### config.mk
export PLATFORM = sky130hd
export DESIGN_NAME = week6_ex1_exhaustive_tester
export DESIGN_NICKNAME = d
export VERILOG_FILES = /design/src/rtl/week6_ex1_exhaustive_tester.sv
export SDC_FILE = /design/constraint.sdc
export NUM_CORES = 1
export LEC_CHECK = 0
export ABC_CLOCK_PERIOD_IN_PS = 5300
export BUFFER_PORTS_ARGS = -buffer_cell sky130_fd_sc_hd__buf_2
export CAP_MARGIN = 10
export CORE_AREA = 3 3 62 59
export DETAILED_ROUTE_END_ITERATION = 7
export DIE_AREA = 0 0 65 62
export GPL_TIMING_DRIVEN = 0
export MAX_ROUTING_LAYER = met4
export PLACE_DENSITY = 0.81
export SLEW_MARGIN = 20
export SYNTH_ARGS = -nofsm -noshare
export SYNTH_HDL_FRONTEND = slang
export SYNTH_SLANG_ARGS = --single-unit
### constraint.sdc
create_clock -name clk -period 5.3 [get_ports clk]
set_input_delay 1.06 -clock clk [delete_from_list [all_inputs] [get_ports clk]]
set_output_delay 1.06 -clock clk [all_outputs]
set_load 0.005 [all_outputs]
### src/rtl/week6_ex1_exhaustive_tester.sv
// ---------------------------------------------------------------------------
// week6_ex1_exhaustive_tester
//
// Exhaustive stimulus/response engine for a 7-input, 1-output combinational
// circuit. It walks the input vector 0..127 onto A..G. Each vector is held for
// SETTLE cycles, and then the returned Y is compared with the golden table
// EXPECTED. The block counts mismatches, records the first failing vector,
// and can optionally fold the Y stream into a CRC-16 signature.
//
// Parameters
//   EXPECTED  golden truth table, bit n = expected Y for input vector n
//   SETTLE    cycles each vector is held before Y is sampled (1..15)
//
// Ports
//   clk               sole clock, rising edge
//   rst               synchronous active-high reset
//   start             begin a sweep (honoured in IDLE or DONE only)
//   dut_y             Y returned by the circuit under test
//   A..G              stimulus, A = vec[6] .. G = vec[0]
//   busy              sweep in progress
//   done              sweep complete, held until start or rst
//   pass              done with zero mismatches
//   fail_count        number of mismatching vectors (0..128)
//   first_fail_vec    index of the first mismatching vector
//   first_fail_valid  first_fail_vec holds a captured index
//   signature         CRC-16 (poly 0x1021, seed 0xFFFF) of the Y stream
//
// Build option
//   EXHAUSTIVE_TESTER_SIGNATURE_EN  when defined, the CRC signature logic is
//   built. When it is not defined, signature is tied to 16'h0000.
// ---------------------------------------------------------------------------
module week6_ex1_exhaustive_tester #(
    parameter logic [127:0] EXPECTED = 128'h0,
    parameter int unsigned  SETTLE   = 2
) (
    input  logic        clk,
    input  logic        rst,
    input  logic        start,
    input  logic        dut_y,
    output logic        A,
    output logic        B,
    output logic        C,
    output logic        D,
    output logic        E,
    output logic        F,
    output logic        G,
    output logic        busy,
    output logic        done,
    output logic        pass,
    output logic [7:0]  fail_count,
    output logic [6:0]  first_fail_vec,
    output logic        first_fail_valid,
    output logic [15:0] signature
);

    localparam logic [3:0] SETTLE_M1 = 4'(SETTLE - 1);
    localparam logic [6:0] LAST_VEC  = 7'd127;

    typedef enum logic [1:0] {
        IDLE = 2'd0,
        RUN  = 2'd1,
        DONE = 2'd2
    } state_t;

    state_t      state_r, state_s;
    logic [6:0]  vec_r, vec_s;
    logic [3:0]  cnt_r, cnt_s;
    logic [7:0]  fail_r, fail_s;
    logic [6:0]  ffv_r, ffv_s;
    logic        ffvalid_r, ffvalid_s;
    logic        busy_r, busy_s;
    logic        done_r, done_s;
    logic        pass_r, pass_s;
    logic        launch_s;
    logic        sample_s;
    logic        mismatch_s;

    // Decode the two events shared by the FSM and the signature datapath.
    always_comb begin
        launch_s   = 1'b0;
        sample_s   = 1'b0;
        mismatch_s = dut_y ^ EXPECTED[vec_r];
        if ((state_r == IDLE) || (state_r == DONE)) begin
            launch_s = start;
        end else begin
            launch_s = 1'b0;
        end
        if ((state_r == RUN) && (cnt_r == 4'd0)) begin
            sample_s = 1'b1;
        end else begin
            sample_s = 1'b0;
        end
    end

    // Next-state and next-output logic for the sweep controller.
    always_comb begin
        state_s   = state_r;
        vec_s     = vec_r;
        cnt_s     = cnt_r;
        fail_s    = fail_r;
        ffv_s     = ffv_r;
        ffvalid_s = ffvalid_r;
        case (state_r)
            IDLE, DONE: begin
                if (launch_s) begin
                    state_s   = RUN;
                    vec_s     = 7'd0;
                    cnt_s     = SETTLE_M1;
                    fail_s    = 8'd0;
                    ffv_s     = 7'd0;
                    ffvalid_s = 1'b0;
                end else if (state_r == IDLE) begin
                    fail_s    = 8'd0;
                    ffv_s     = 7'd0;
                    ffvalid_s = 1'b0;
                end else begin
                    state_s = DONE;
                end
            end
            RUN: begin
                if (!sample_s) begin
                    cnt_s = cnt_r - 4'd1;
                end else begin
                    if (mismatch_s) begin
                        fail_s = fail_r + 8'd1;
                        // Only the earliest mismatch is recorded.
                        if (!ffvalid_r) begin
                            ffv_s     = vec_r;
                            ffvalid_s = 1'b1;
                        end else begin
                            ffvalid_s = 1'b1;
                        end
                    end else begin
                        fail_s = fail_r;
                    end
                    if (vec_r != LAST_VEC) begin
                        vec_s = vec_r + 7'd1;
                        cnt_s = SETTLE_M1;
                    end else begin
                        // vec doubles as the stimulus register, so clearing
                        // it here returns A..G to 0 in DONE.
                        state_s = DONE;
                        vec_s   = 7'd0;
                        cnt_s   = 4'd0;
                    end
                end
            end
            default: begin
                state_s   = IDLE;
                vec_s     = 7'd0;
                cnt_s     = 4'd0;
                fail_s    = 8'd0;
                ffv_s     = 7'd0;
                ffvalid_s = 1'b0;
            end
        endcase
        busy_s = (state_s == RUN);
        done_s = (state_s == DONE);
        pass_s = (state_s == DONE) && (fail_s == 8'd0);
    end

    // Controller state and registered outputs.
    always_ff @(posedge clk) begin
        if (rst) begin
            state_r   <= IDLE;
            vec_r     <= 7'd0;
            cnt_r     <= 4'd0;
            fail_r    <= 8'd0;
            ffv_r     <= 7'd0;
            ffvalid_r <= 1'b0;
            busy_r    <= 1'b0;
            done_r    <= 1'b0;
            pass_r    <= 1'b0;
        end else begin
            state_r   <= state_s;
            vec_r     <= vec_s;
            cnt_r     <= cnt_s;
            fail_r    <= fail_s;
            ffv_r     <= ffv_s;
            ffvalid_r <= ffvalid_s;
            busy_r    <= busy_s;
            done_r    <= done_s;
            pass_r    <= pass_s;
        end
    end

`ifdef EXHAUSTIVE_TESTER_SIGNATURE_EN
    // One serial CRC-16/CCITT step over a single response bit.
    function automatic logic [15:0] crc16_step(input logic [15:0] sig, input logic bit_in);
        logic fb;
        fb = sig[15] ^ bit_in;
        return {sig[14:0], 1'b0} ^ (fb ? 16'h1021 : 16'h0000);
    endfunction

    logic [15:0] sig_r, sig_s;

    // Signature next value: seed on launch and fold in each sampled Y.
    always_comb begin
        sig_s = sig_r;
        if (launch_s) begin
            sig_s = 16'hFFFF;
        end else if (sample_s) begin
            sig_s = crc16_step(sig_r, dut_y);
        end else begin
            sig_s = sig_r;
        end
    end

    // Signature register.
    always_ff @(posedge clk) begin
        if (rst) begin
            sig_r <= 16'h0000;
        end else begin
            sig_r <= sig_s;
        end
    end

    assign signature = sig_r;
`else
    assign signature = 16'h0000;
`endif

    assign {A, B, C, D, E, F, G} = vec_r;
    assign busy             = busy_r;
    assign done             = done_r;
    assign pass             = pass_r;
    assign fail_count       = fail_r;
    assign first_fail_vec   = ffv_r;
    assign first_fail_valid = ffvalid_r;

endmodule

==> results.sh <==
export IMPL_outcome="finished clean"
export IMPL_final_setup_skew_ns=0.00923
export IMPL_vias=1514
export IMPL_n_antenna_cell=0
export IMPL_p_seq_frac=0.528
export IMPL_syn_area_um2=1660
export IMPL_period_needed_ns=2.26
export IMPL_netSwitchingPower_mw=0.126
export IMPL_yosys_warnings=0
export IMPL_grt_pass1_vias=1199
export IMPL_p_sw_frac=0.265
export IMPL_drcViolationCount=0
export IMPL_initialDrtViolationCount=105
export IMPL_antenna_found_initial=0
export IMPL_gp_congestion=0.856
export IMPL_firstDrtPassIters=4
export IMPL_ys_types=51
export IMPL_gr_total_overflow=0
export IMPL_cts_root_buf="clkbuf_4"
export IMPL_syn_instance_count=192
export IMPL_rsz0062_at_grt="no"
export IMPL_cts_resized=0
export IMPL_leakagePower_nw=0.880
export IMPL_synthTopCellsByArea="dfxtp_1, buf_4, nor2_1, a22oi_1, a21oi_1"
export IMPL_start_kind="register"
export IMPL_placedCellCount=277
export IMPL_io_pins=46
export IMPL_fillerInstances=281
export IMPL_finalHoldViolations=0
export IMPL_grt_pass1_wl_um=5740
export IMPL_fmax_mhz=443
export IMPL_synth_most_common_cell="dfxtp_1"
export IMPL_cts_buffer_depth=2
export IMPL_cts_setup_buffers=0
export IMPL_yosysTopAreaCell="dfxtp_1"
export IMPL_comb_power_share=0.148
export IMPL_die_h_um=62
export IMPL_slew_viol_final=0
export IMPL_cts_tree="yes"
export IMPL_seqCellArea_um2=641
export IMPL_cap_violations=0
export IMPL_instances_no_fill=284
export IMPL_async_reset_ff_frac=0
export IMPL_synth_edff_count=0
export IMPL_critPathMaxFanout=6
export IMPL_powerDensity_nw_per_um2=242
export IMPL_ctsHoldBuffers=0
export IMPL_tightest_slew_ns=0.651
export IMPL_power_share_clock=0.324
export IMPL_start_util=0.550
export IMPL_synthTopCellsByCount="dfxtp_1, nor2_1, buf_4, nand2_1"
export IMPL_post_route_period_util=0.426
export IMPL_clkTransAtPathRegs_ns=0.10
export IMPL_antenna_left=0
export IMPL_grt_usage=0.192
export IMPL_htreeDepth=2
export IMPL_routed_via_density=5.33
export IMPL_nNetsFinal=249
export IMPL_cts_sinks=32
export IMPL_core_area_um2=3020
export IMPL_floorplan_rows=19
export IMPL_maxSlewHeadroom=0.565
export IMPL_end_kind="register"
export IMPL_worstHoldPathType="register to register"
export IMPL_clk_latency_ns=0.33
export IMPL_yosys_area_top_type_share=0.386
export IMPL_final_setup_tns_ns=0
export IMPL_setup_violations=0
export IMPL_ys_ff_latch=32
export IMPL_synth_main_ff_cell="dfxtp_1"
export IMPL_grt_start_max_net_pins=11
export IMPL_die_area_um2=4030
export IMPL_avgSynthCellArea_um2=8.64
export IMPL_critical_path_class="register to register"
export IMPL_dpl_hpwl_um=2660
export IMPL_drive_gt1_frac=0.264
export IMPL_drt_wirelength_per_cell_um=12.8
export IMPL_multiInputGateArea_um2=891
export IMPL_synth_seq_area_share=0.386
export IMPL_port_buffers=28
export IMPL_cp_data_arrival_time_ns=2.52
export IMPL_die_x_um=65
export IMPL_p_int_mw=0.350
export IMPL_ir_drop_v=0.000180
export IMPL_drt_wl_total_um=3630
export IMPL_area_growth_pct=18.9
export IMPL_cts_buffers=5
export IMPL_required_ns=5.57
[through the flow]
step	instance area [um^2]	total power, mW	setup WS [ns]	hold WS (ns)	utilization
after floorplan	1720	0.311	3.05	0.445	-
after global placement	1910	0.325	2.72	0.457	0.632
after detailed placement	1910	0.326	2.73	0.459	0.632
after CTS	1970	0.479	3.10	0.472	0.654
after global routing	1970	0.500	2.83	0.491	0.654
final	1970	0.477	3.04	0.478	0.654
[critical path, stage by stage (launching register included)]
cell and delay, ns:
dfxtp_1 0.35, inv_1 0.06, ha_1 0.22, nor3b_1 0.58
nand2_1 0.09, o311ai_0 0.51, nand3_1 0.19, nor3_2 0.18
[layout by cell type, fill, tap and decap left out, types with 3 or more instances in the layout]
cell type,n
o21ai_0,7
inv_1,5
clkbuf_4,5
a22oi_1,9
xor2_1,5
a211oi_1,3
conb_1,16
nand2_1,11
buf_4,16
dfxtp_1,32
buf_2,31
a21o_1,3
ha_1,3
a21oi_1,9
nand4_1,6
nor3_1,4
clkbuf_1,4
and4_1,3
a31oi_1,5
nor2_1,24
[path summary, 6_finish.rpt]
kind / start / end / slack, ns / cells past startpoint
max: cnt_r[0]$_SDFFE_PP0P_ / pass$_SDFF_PP0_ / 3.04 / 7
min: cnt_r[1]$_SDFFE_PP0P_ / cnt_r[1]$_SDFFE_PP0P_ / 0.48 / 2
max reg2reg: cnt_r[0]$_SDFFE_PP0P_ / pass$_SDFF_PP0_ / 3.04 / 7
min reg2reg: cnt_r[1]$_SDFFE_PP0P_ / cnt_r[1]$_SDFFE_PP0P_ / 0.48 / 2
[registers in the layout (all words and copies together), names as in the netlist]
signal            flops
pass                  1
fail_count            8
done                  1
cnt_r                 4
vec_r                 7
first_fail_vec        7
state_r               2
busy                  1
first_fail_valid      1
[layout make-up]
cell class	count	share of cell area
Buffer	25	0.0837
Clock buffer	7	0.0330
Inverter	5	0.00951
Multi-Input combinational cell	145	0.451
Sequential cell	32	0.325
Tap cell	42	0.0266
Timing Repair Buffer	28	0.0710
[routing by layer]
layer  track usage  up-vias  share of wire
met5             -        -              0
li1              -      772              -
met3        0.0468        6          0.086
met4        0.0964        0          0.012
met2         0.259       62           0.44
met1         0.264      674           0.46
[cells by family (layout without fill, tap and decap cells)]
family                   Yosys count  after routing  synth area share
AO/OA/AOI/OAI                     48             48             0.204
other                              1             16           0.00226
AND/OR/NAND/NOR                   72             72             0.242
adder cells (fa/ha/maj)            3              3            0.0226
buffers and inverters             30             65             0.111
XOR/XNOR                           6              6            0.0317
flip-flops                        32             32             0.386
[power groups by stage]
stage	combinational [mW]	sequential [mW]	clock, mW
3_3_place_gp	0.0682	0.257	0
2_1_floorplan	0.0549	0.256	0
3_5_place_dp	0.0689	0.257	0
4_1_cts	0.0695	0.252	0.158
5_1_grt	0.0790	0.253	0.168
6_report	0.0705	0.252	0.154
No activity file was read; power rests on OpenSTA's default activity.
